## config.mk

```make
export PLATFORM = sky130hd
export DESIGN_NAME = wb_trig_poller
export DESIGN_NICKNAME = d
export VERILOG_FILES = /design/src/rtl/wb_trig_poller.sv
export SDC_FILE = /design/constraint.sdc
export NUM_CORES = 1
export LEC_CHECK = 0
export BUFFER_PORTS_ARGS = -buffer_cell sky130_fd_sc_hd__buf_2
export CORE_ASPECT_RATIO = 1.1
export CORE_UTILIZATION = 50
export CTS_CLUSTER_DIAMETER = 80
export CTS_CLUSTER_SIZE = 24
export DETAILED_ROUTE_END_ITERATION = 8
export PLACE_DENSITY = 0.77
export SLEW_MARGIN = 40
export SYNTH_ARGS = -nofsm -noshare
export SYNTH_HDL_FRONTEND = slang
export SYNTH_SLANG_ARGS = --single-unit
```

## constraint.sdc

```tcl
create_clock -name clk -period 2.1 [get_ports clk]
set_input_delay 0.105 -clock clk [delete_from_list [all_inputs] [get_ports clk]]
set_output_delay 0.105 -clock clk [all_outputs]
set_load 0.005 [all_outputs]
```

## src/rtl/wb_trig_poller.sv

```systemverilog
// Autonomous Wishbone initiator for the trigger/echo sensor slave: one Set_Trig write, then periodic echo reads.
// Optional 4-sample moving average on dist_o when WB_TRIG_POLLER_AVG_EN is defined.
module wb_trig_poller #(
  parameter logic [31:0] BASE_ADR    = 32'h0000_0000,
  parameter int unsigned POLL_CYCLES = 50000,
  parameter int unsigned TIMEOUT     = 255,
  parameter logic [8:0]  TRIG_CFG    = 9'h002
) (
  input  logic        clk,
  input  logic        reset,
  input  logic        enable,
  input  logic [8:0]  cfg_i,
  input  logic        cfg_load,
  output logic        m_cyc_o,
  output logic        m_stb_o,
  output logic        m_we_o,
  output logic [31:0] m_adr_o,
  output logic [3:0]  m_sel_o,
  output logic [31:0] m_dat_o,
  input  logic [31:0] m_dat_i,
  input  logic        m_ack_i,
  output logic [15:0] dist_o,
  output logic        dist_valid_o,
  output logic        busy_o,
  output logic        err_o
);

  localparam logic [1:0] S_IDLE = 2'd0;
  localparam logic [1:0] S_WR   = 2'd1;
  localparam logic [1:0] S_RD   = 2'd2;
  localparam logic [1:0] S_WAIT = 2'd3;

  localparam int unsigned PW = (POLL_CYCLES > 1) ? $clog2(POLL_CYCLES) : 1;
  localparam logic [PW-1:0] POLL_LAST = PW'(POLL_CYCLES - 1);
  localparam logic [7:0]    TO_LAST   = 8'(TIMEOUT);

  logic [1:0]    state_q;
  logic [8:0]    cfg_q;
  logic          cfg_pending_q;
  logic          cfg_reloaded_q;
  logic [PW-1:0] poll_cnt_q;
  logic [7:0]    to_cnt_q;
  logic          cyc_q, stb_q, we_q;
  logic [31:0]   adr_q, dat_q;
  logic [3:0]    sel_q;
  logic [15:0]   dist_q;
  logic          dist_valid_q;
  logic          err_q;

  logic [15:0]   sample;
  logic [15:0]   sample_next;
  logic          rd_done;
  logic          unused_hi;

  assign sample    = m_dat_i[15:0];
  assign unused_hi = ^m_dat_i[31:16];
  assign rd_done   = (state_q == S_RD) && stb_q && m_ack_i;

`ifdef WB_TRIG_POLLER_AVG_EN
  logic [15:0] tap1_q, tap2_q, tap3_q;
  logic        primed_q;
  logic [17:0] avg_sum;

  assign avg_sum     = 18'(sample) + 18'(tap1_q) + 18'(tap2_q) + 18'(tap3_q);
  assign sample_next = primed_q ? avg_sum[17:2] : sample;

  // First sample after reset fills every tap so the average starts at that value.
  always_ff @(posedge clk or negedge reset) begin
    if (!reset) begin
      tap1_q   <= '0;
      tap2_q   <= '0;
      tap3_q   <= '0;
      primed_q <= 1'b0;
    end else if (rd_done) begin
      tap1_q   <= sample;
      tap2_q   <= primed_q ? tap1_q : sample;
      tap3_q   <= primed_q ? tap2_q : sample;
      primed_q <= 1'b1;
    end
  end
`else
  assign sample_next = sample;
`endif

  always_ff @(posedge clk or negedge reset) begin
    if (!reset) begin
      state_q        <= S_IDLE;
      cfg_q          <= TRIG_CFG;
      cfg_pending_q  <= 1'b1;
      cfg_reloaded_q <= 1'b0;
      poll_cnt_q     <= '0;
      to_cnt_q       <= '0;
      cyc_q          <= 1'b0;
      stb_q          <= 1'b0;
      we_q           <= 1'b0;
      adr_q          <= '0;
      sel_q          <= '0;
      dat_q          <= '0;
      dist_q         <= '0;
      dist_valid_q   <= 1'b0;
      err_q          <= 1'b0;
    end else begin
      dist_valid_q <= 1'b0;
      case (state_q)
        S_IDLE: begin
          if (enable) state_q <= cfg_pending_q ? S_WR : S_RD;
        end
        S_WR, S_RD: begin
          if (!stb_q) begin
            // Launch: bus fields are latched here and held until ack or timeout.
            cyc_q    <= 1'b1;
            stb_q    <= 1'b1;
            sel_q    <= 4'hF;
            to_cnt_q <= 8'd1;
            if (state_q == S_WR) begin
              we_q           <= 1'b1;
              adr_q          <= BASE_ADR;
              dat_q          <= {23'b0, cfg_q};
              cfg_reloaded_q <= 1'b0;
            end else begin
              we_q  <= 1'b0;
              adr_q <= BASE_ADR + 32'd4;
              dat_q <= '0;
            end
          end else if (m_ack_i) begin
            cyc_q <= 1'b0;
            stb_q <= 1'b0;
            we_q  <= 1'b0;
            adr_q <= '0;
            sel_q <= '0;
            dat_q <= '0;
            if (state_q == S_WR) begin
              // A cfg_load seen during this write keeps the request pending.
              cfg_pending_q <= cfg_reloaded_q;
              if (enable) begin
                state_q <= S_RD;
              end else begin
                state_q    <= S_WAIT;
                poll_cnt_q <= '0;
              end
            end else begin
              dist_q       <= sample_next;
              dist_valid_q <= 1'b1;
              state_q      <= S_WAIT;
              poll_cnt_q   <= '0;
            end
          end else if (to_cnt_q == TO_LAST) begin
            cyc_q      <= 1'b0;
            stb_q      <= 1'b0;
            we_q       <= 1'b0;
            adr_q      <= '0;
            sel_q      <= '0;
            dat_q      <= '0;
            err_q      <= 1'b1;
            state_q    <= S_WAIT;
            poll_cnt_q <= '0;
          end else begin
            to_cnt_q <= to_cnt_q + 8'd1;
          end
        end
        S_WAIT: begin
          if (poll_cnt_q == POLL_LAST) begin
            if (!enable)           state_q <= S_IDLE;
            else if (cfg_pending_q) state_q <= S_WR;
            else                    state_q <= S_RD;
          end else begin
            poll_cnt_q <= poll_cnt_q + 1'b1;
          end
        end
        default: state_q <= S_IDLE;
      endcase

      if (cfg_load) begin
        cfg_q          <= cfg_i;
        cfg_pending_q  <= 1'b1;
        cfg_reloaded_q <= 1'b1;
        err_q          <= 1'b0;
      end
    end
  end

  assign m_cyc_o      = cyc_q;
  assign m_stb_o      = stb_q;
  assign m_we_o       = we_q;
  assign m_adr_o      = adr_q;
  assign m_sel_o      = sel_q;
  assign m_dat_o      = dat_q;
  assign dist_o       = dist_q;
  assign dist_valid_o = dist_valid_q;
  assign busy_o       = cyc_q;
  assign err_o        = err_q;

endmodule
```

Word-level counts from Yosys, hierarchy flattened
Cells that the tools add are included.

Register bits after elaboration: 126. Output and inout port bits: 90. Word-level logic and storage cells: 105.

$add $sub $neg: 2. Equal/unequal tests: 16. Mux-type cells: 55. Bitwise operators: 1. Reduce and logical (&&, ||, !) cells: 16.

Operators with widths (count): 32-bit 2-to-1 mux (4); 16-bit 2-to-1 mux (6); 16-bit case mux with 2 select lines (1); 1-bit 2-to-1 mux (27); 8-bit 2-to-1 mux (3); 16-bit by 1-bit adder with 16-bit output, second input constant (1); 16-bit == test, second input constant (1); 2-bit 2-to-1 mux (8); 2-bit != test, second input constant (8); 4-bit AND reduction (4); 4-bit 2-to-1 mux (3); 2-bit nonzero test (6); 9-bit 2-to-1 mux (1); 8-bit by 1-bit adder with 8-bit output, second input constant (1); 8-bit == test, second input constant (1); 2-bit case mux with 3 select lines (1); 3-bit AND reduction (2); 5-bit AND reduction (1); 2-bit == test, second input constant (2); 4-bit != test, second input constant (1); 3-bit 2-to-1 mux (1); 3-bit by 2-bit != test with 1-bit output, second input constant (1); 3-bit != test, second input constant (1); 2-bit by 1-bit == test with 1-bit output, second input constant (1); other kinds (4) (4).

Longest topological paths before layout
Word-level depth: 6. Mapped depth: 8. Depth with buffers taken out: 6.

Least setup slack after synthesis
OpenSTA, ideal clock, no wires.

Path type: reg-to-reg. From: reg state_q[0]. To: reg dat_q[0] (netlist: m_dat_o[0]). Arrival: 1876 ps. Data required time: 2034 ps. Setup slack: 158 ps. Cell stages (with the launch flop): 8. Path buffers: 2. Clock period less this slack: 1942 ps. Path through: dfrtp_1 > inv_1 > ha_1 > clkbuf_1 > inv_1 > nor3_1 > clkbuf_1 > a22o_1.

Word-level cells in the longest chain between the ends: 3. Elaborated cells on any way between the ends: 6. Classes of those cells: eq/ne: 2; mux: 2; reduce/logical: 2.

RTL lines: from (decl) (line 37) `logic [1:0] state_q;`; from (signal assigned) (line 106) `if (enable) state_q <= cfg_pending_q ? S_WR : S_RD;`; 2-bit by 1-bit == test with 1-bit output / 2-bit == test (equally long branches) (line 104, 115); 9-bit 2-to-1 mux / 2-bit OR reduction (equally long branches) (line 115, 104); 32-bit 2-to-1 mux / 2-bit AND reduction (equally long branches); to (signal assigned) (line 118) `dat_q <= {23'b0, cfg_q};`; to (decl) (line 44) `logic [31:0] adr_q, dat_q;`.

Several ways; a longest one is shown, not always the timed one. A chain may end at the register's enable or synchronous reset.

Worst setup path after layout
From: reg state_q[0]. To: reg poll_cnt_q[5].

Word-level cells in the longest chain between the ends: 5. Elaborated cells on any way between the ends: 14. Classes of those cells: eq/ne: 7; mux: 4; reduce/logical: 3.

RTL lines: 2-bit by 1-bit == test with 1-bit output (line 104, 132); 16-bit 2-to-1 mux (line 132) `if (state_q == S_WR) begin`; 16-bit 2-to-1 mux (line 125) `end else if (m_ack_i) begin`; 16-bit 2-to-1 mux (line 109) `if (!stb_q) begin`; 16-bit case mux with 2 select lines (line 104) `case (state_q)`; to (signal assigned) (line 167) `poll_cnt_q <= poll_cnt_q + 1'b1;`; to (decl) (line 41) `logic [PW-1:0] poll_cnt_q;`.

Several ways; a longest one is shown, not always the timed one. The select of a mux whose other input is x is not followed.

==> impl_metrics.py <==
metrics = {
    "run_status": {
        "status": "finished, violations left",
        "violations": "design-rule violations",
    },
    "floorplanning": {
        "pin_count": 136,
        "row_count": 32,
        "core_area_sq_um": 7087,
        "dieArea_sq_um": 7733,
        "die_w_um": 83.94,
        "start_util_pct": 52.10,
        "dieHeight_um": 92.13,
    },
    "power": {
        "p_leak_nw": 2.188,
        "combPwrFrac_pct": 40.4,
        "clockPowerShare_pct": 22.8,
        "p_sw_share_pct": 37.03,
        "power.density_nw_per_um2": 1208,
        "p_switching_w": 0.001997,
        "seqPwrFrac_pct": 36.8,
        "power.internal_w": 0.003395,
        "peakVddDrop_uv": 842.9,
    },
    "drt": {
        "drtAntennaViolNets": 0,
        "routedWlPerCell_um": 15.20,
        "via_count": 2761,
        "drtIter0Drc": 205,
        "vias_per_cell": 5.170,
        "drc": 12,
        "firstDrtPassIters": 8,
        "drt-total-wl_mm": 8.118,
    },
    "synth": {
        "netlist_top_cells_area": "dfrtp_1, buf_4, mux2_2, ha_1, a22o_1",
        "ys.flop_type": "dfrtp_1",
        "syn_avg_cell_area_sq_um": 10.83,
        "synth_async_sr_flop_share_pct": 100.0,
        "synth-edff-count": 0,
        "netlist-cell-type-count": 56,
        "ys_seq_elements": 68,
        "synthCells": 341,
        "yosysSeqAreaShare_pct": 46.15,
        "yosysWarningCount": 0,
        "yosysTopAreaCellShare_pct": 44.73,
        "synth.largest_area_cell": "dfrtp_1",
        "synth.cell_area_sq_um": 3692,
    },
    "worst_setup_path": {
        "r2r_slack_ns": 0.11,
        "endpoint_kind": "flip-flop",
        "r2r_start": "state_q[0]",
        "arrival_ns": 2.22,
        "cp_slowest_cell": "dfrtp_1",
        "crit_buf_inv": 2,
        "cp_max_fo": 7,
        "r2r_cells": 7,
        "r2r-end": "poll_cnt_q[5]",
        "cp_cell_sequence": "inv_1 -> ha_1 -> o221ai_4 -> nand2_1 -> or2_1 -> buf_4 -> o41ai_1",
        "criticalPathCategory": "reg2reg",
        "crit_family": "compound AO/OA/AOI/OAI gates",
        "start_kind": "flip-flop",
        "slowest_delay_ns": 0.43,
        "crit_required_ns": 2.34,
    },
    "sta": {
        "period_share_pct": 94.55,
        "fin_tns_setup_ns": 0,
        "fmax_ghz": 0.5036,
        "setup_ws_ns": 0.1144,
        "rsz0062_at_grt": "false",
        "period_needed_ns": 1.986,
        "finalClockSkew_ns": 0.008028,
        "slew_violations": 0,
        "hold_viol_final": 0,
        "setup_viol": 0,
    },
    "clock_network": {
        "cts_made_buffers": 9,
        "htree_levels": 3,
        "cts_setup_buffers": 0,
        "cts_root_buf": "clkbuf_8",
        "clkSinkCount": 68,
        "cts_buffer_depth": 2,
        "path_clk_slew_ns": 0.08,
        "cts_tree": "yes",
        "insertion_delay_ns": 0.35,
    },
    "place": {
        "hpwl_mm": 4.962,
        "gp_congestion": 0.8763,
        "place_ws_ns": 0.09446,
        "portBuffers": 65,
    },
    "layout": {
        "layout.cells.most_common": "dfrtp_1",
        "final_cell_mix": "dfrtp_1, buf_2, conb_1, dlygate4sd3_1, mux2_2",
        "area_growth_pct": 20.87,
        "antenna_cells": 0,
        "num-nets-final": 499,
        "drive_above_1_share_pct": 32.52,
    },
    "global_routing": {
        "grtUsageTotal_pct": 21.94,
        "grt_max_degree": 69,
        "antenna_found_initial": 0,
        "grt_overflow": 0,
        "grt_pass1_wl_mm": 12.99,
        "first_global_vias": 2671,
    },
    "hold_path": {
        "hold-path-endpoint": "err_o",
        "min_from": "cfg_load",
        "whs_path_depth": 2,
        "min_path_type": "in2reg",
    },
    "job": {
        "drv_cap": 0,
    },
}
==> power groups by stage <==
| stage | clock (W) | combinational (W) | sequential [W] |
|---|---|---|---|
| finish | 0.00123 | 0.00218 | 0.00198 |
| global route | 0.00130 | 0.00239 | 0.00202 |
| CTS | 0.00124 | 0.00214 | 0.00195 |
| detailed placement | 0 | 0.00210 | 0.00197 |
| global placement | 0 | 0.00204 | 0.00195 |
| floorplan | 0 | 0.00144 | 0.00196 |
==> metal layers <==
layer  vias up  GRT usage [%]  routed length (um)
met1      1331          26.69                3463
met3        11          6.121                 463
met2       107          36.95                4042
met5         -              0                   0
met4         0          8.477                 148
li1       1312              -                   -
==> final cells by class <==
class | instances | area (sq um)
Timing Repair Buffer | 111 | 748.2
Fill cell | 530 | 2624
Inverter | 10 | 37.54
Clock buffer | 10 | 137.6
Sequential cell | 68 | 1704
Clock inverter | 5 | 85.08
Multi-Input combinational cell | 245 | 1644
Tap cell | 85 | 106.4
==> registers in the layout (all words and copies together) (netlist names) <==
register	count
cfg_pending_q	1
cfg_q	9
cfg_reloaded_q	1
dist_o	16
dist_valid_o	1
err_o	1
m_adr_o	1
m_dat_o	9
m_sel_o	1
m_stb_o	1
m_we_o	1
poll_cnt_q	16
state_q	2
to_cnt_q	8
==> metrics by stage <==
stage                     instances  instance area [sq um]  hold slack, ns  utilization [%]  power (W)
after global routing            534                   4463          0.1152            62.98   0.005707
after global placement          493                   3973          0.1635            56.06   0.003985
after CTS                       534                   4456          0.1023            62.87   0.005339
final                           534                   4463          0.1111            62.98   0.005391
after detailed placement        493                   3973          0.1571            56.06   0.004072
after floorplan                 394                   3891         -0.1906                -   0.003399
==> logic make-up after synthesis <==
logic type	after synthesis	share of synthesized area (%)
XOR/XNOR	2	0.4745
flip-flops	68	46.15
AO/OA/AOI/OAI	67	14.47
adder cells (fa/ha/maj)	8	2.711
buffers and inverters	81	14.91
AND/OR/NAND/NOR	88	13.28
other	1	0.1016
multiplexers	26	7.896
==> how the worst max path moves through the flow <==
| stage | start | endpoint | slack (ns) | cells after the start |
|---|---|---|---|---|
| floorplan | state_q[0] | m_dat_o[0] | 0.16 | 7 |
| global placement | poll_cnt_q[0] | poll_cnt_q[5] | 0.18 | 7 |
| detailed placement | poll_cnt_q[0] | poll_cnt_q[10] | 0.09 | 7 |
| CTS | poll_cnt_q[0] | poll_cnt_q[10] | 0.08 | 7 |
| global route | poll_cnt_q[10] | poll_cnt_q[8] | 0.03 | 6 |
| finish | state_q[0] | poll_cnt_q[5] | 0.11 | 7 |
==> cell usage after synthesis, types with 2 or more instances <==
cell       number
dfrtp_1        66
buf_4          59
mux2_2         25
nand2_1        22
nand3_1        16
o21ai_0        16
nor2_1         11
a22o_1         10
inv_1          10
clkbuf_1        8
ha_1            8
a21oi_1         7
o31ai_2         7
nand4_1         6
nor3_1          5
a21o_1          4
a31oi_1         4
nand2b_1        3
nor4_1          3
o21ai_2         3
and2_1          2
and3_1          2
and4b_1         2
dfstp_2         2
nand4bb_1       2
nor2b_1         2
o211ai_1        2
o21a_1          2
o31ai_1         2
o41ai_1         2
or2_2           2
xnor2_1         2
==> repair_timing <==
action	4_1_cts	5_1_grt
hold buffers	26	0
endpoints found under the setup margin	0	15
gates resized for setup	0	2
endpoints found under the hold margin	91	0
(Power assumes the default switching activity.)
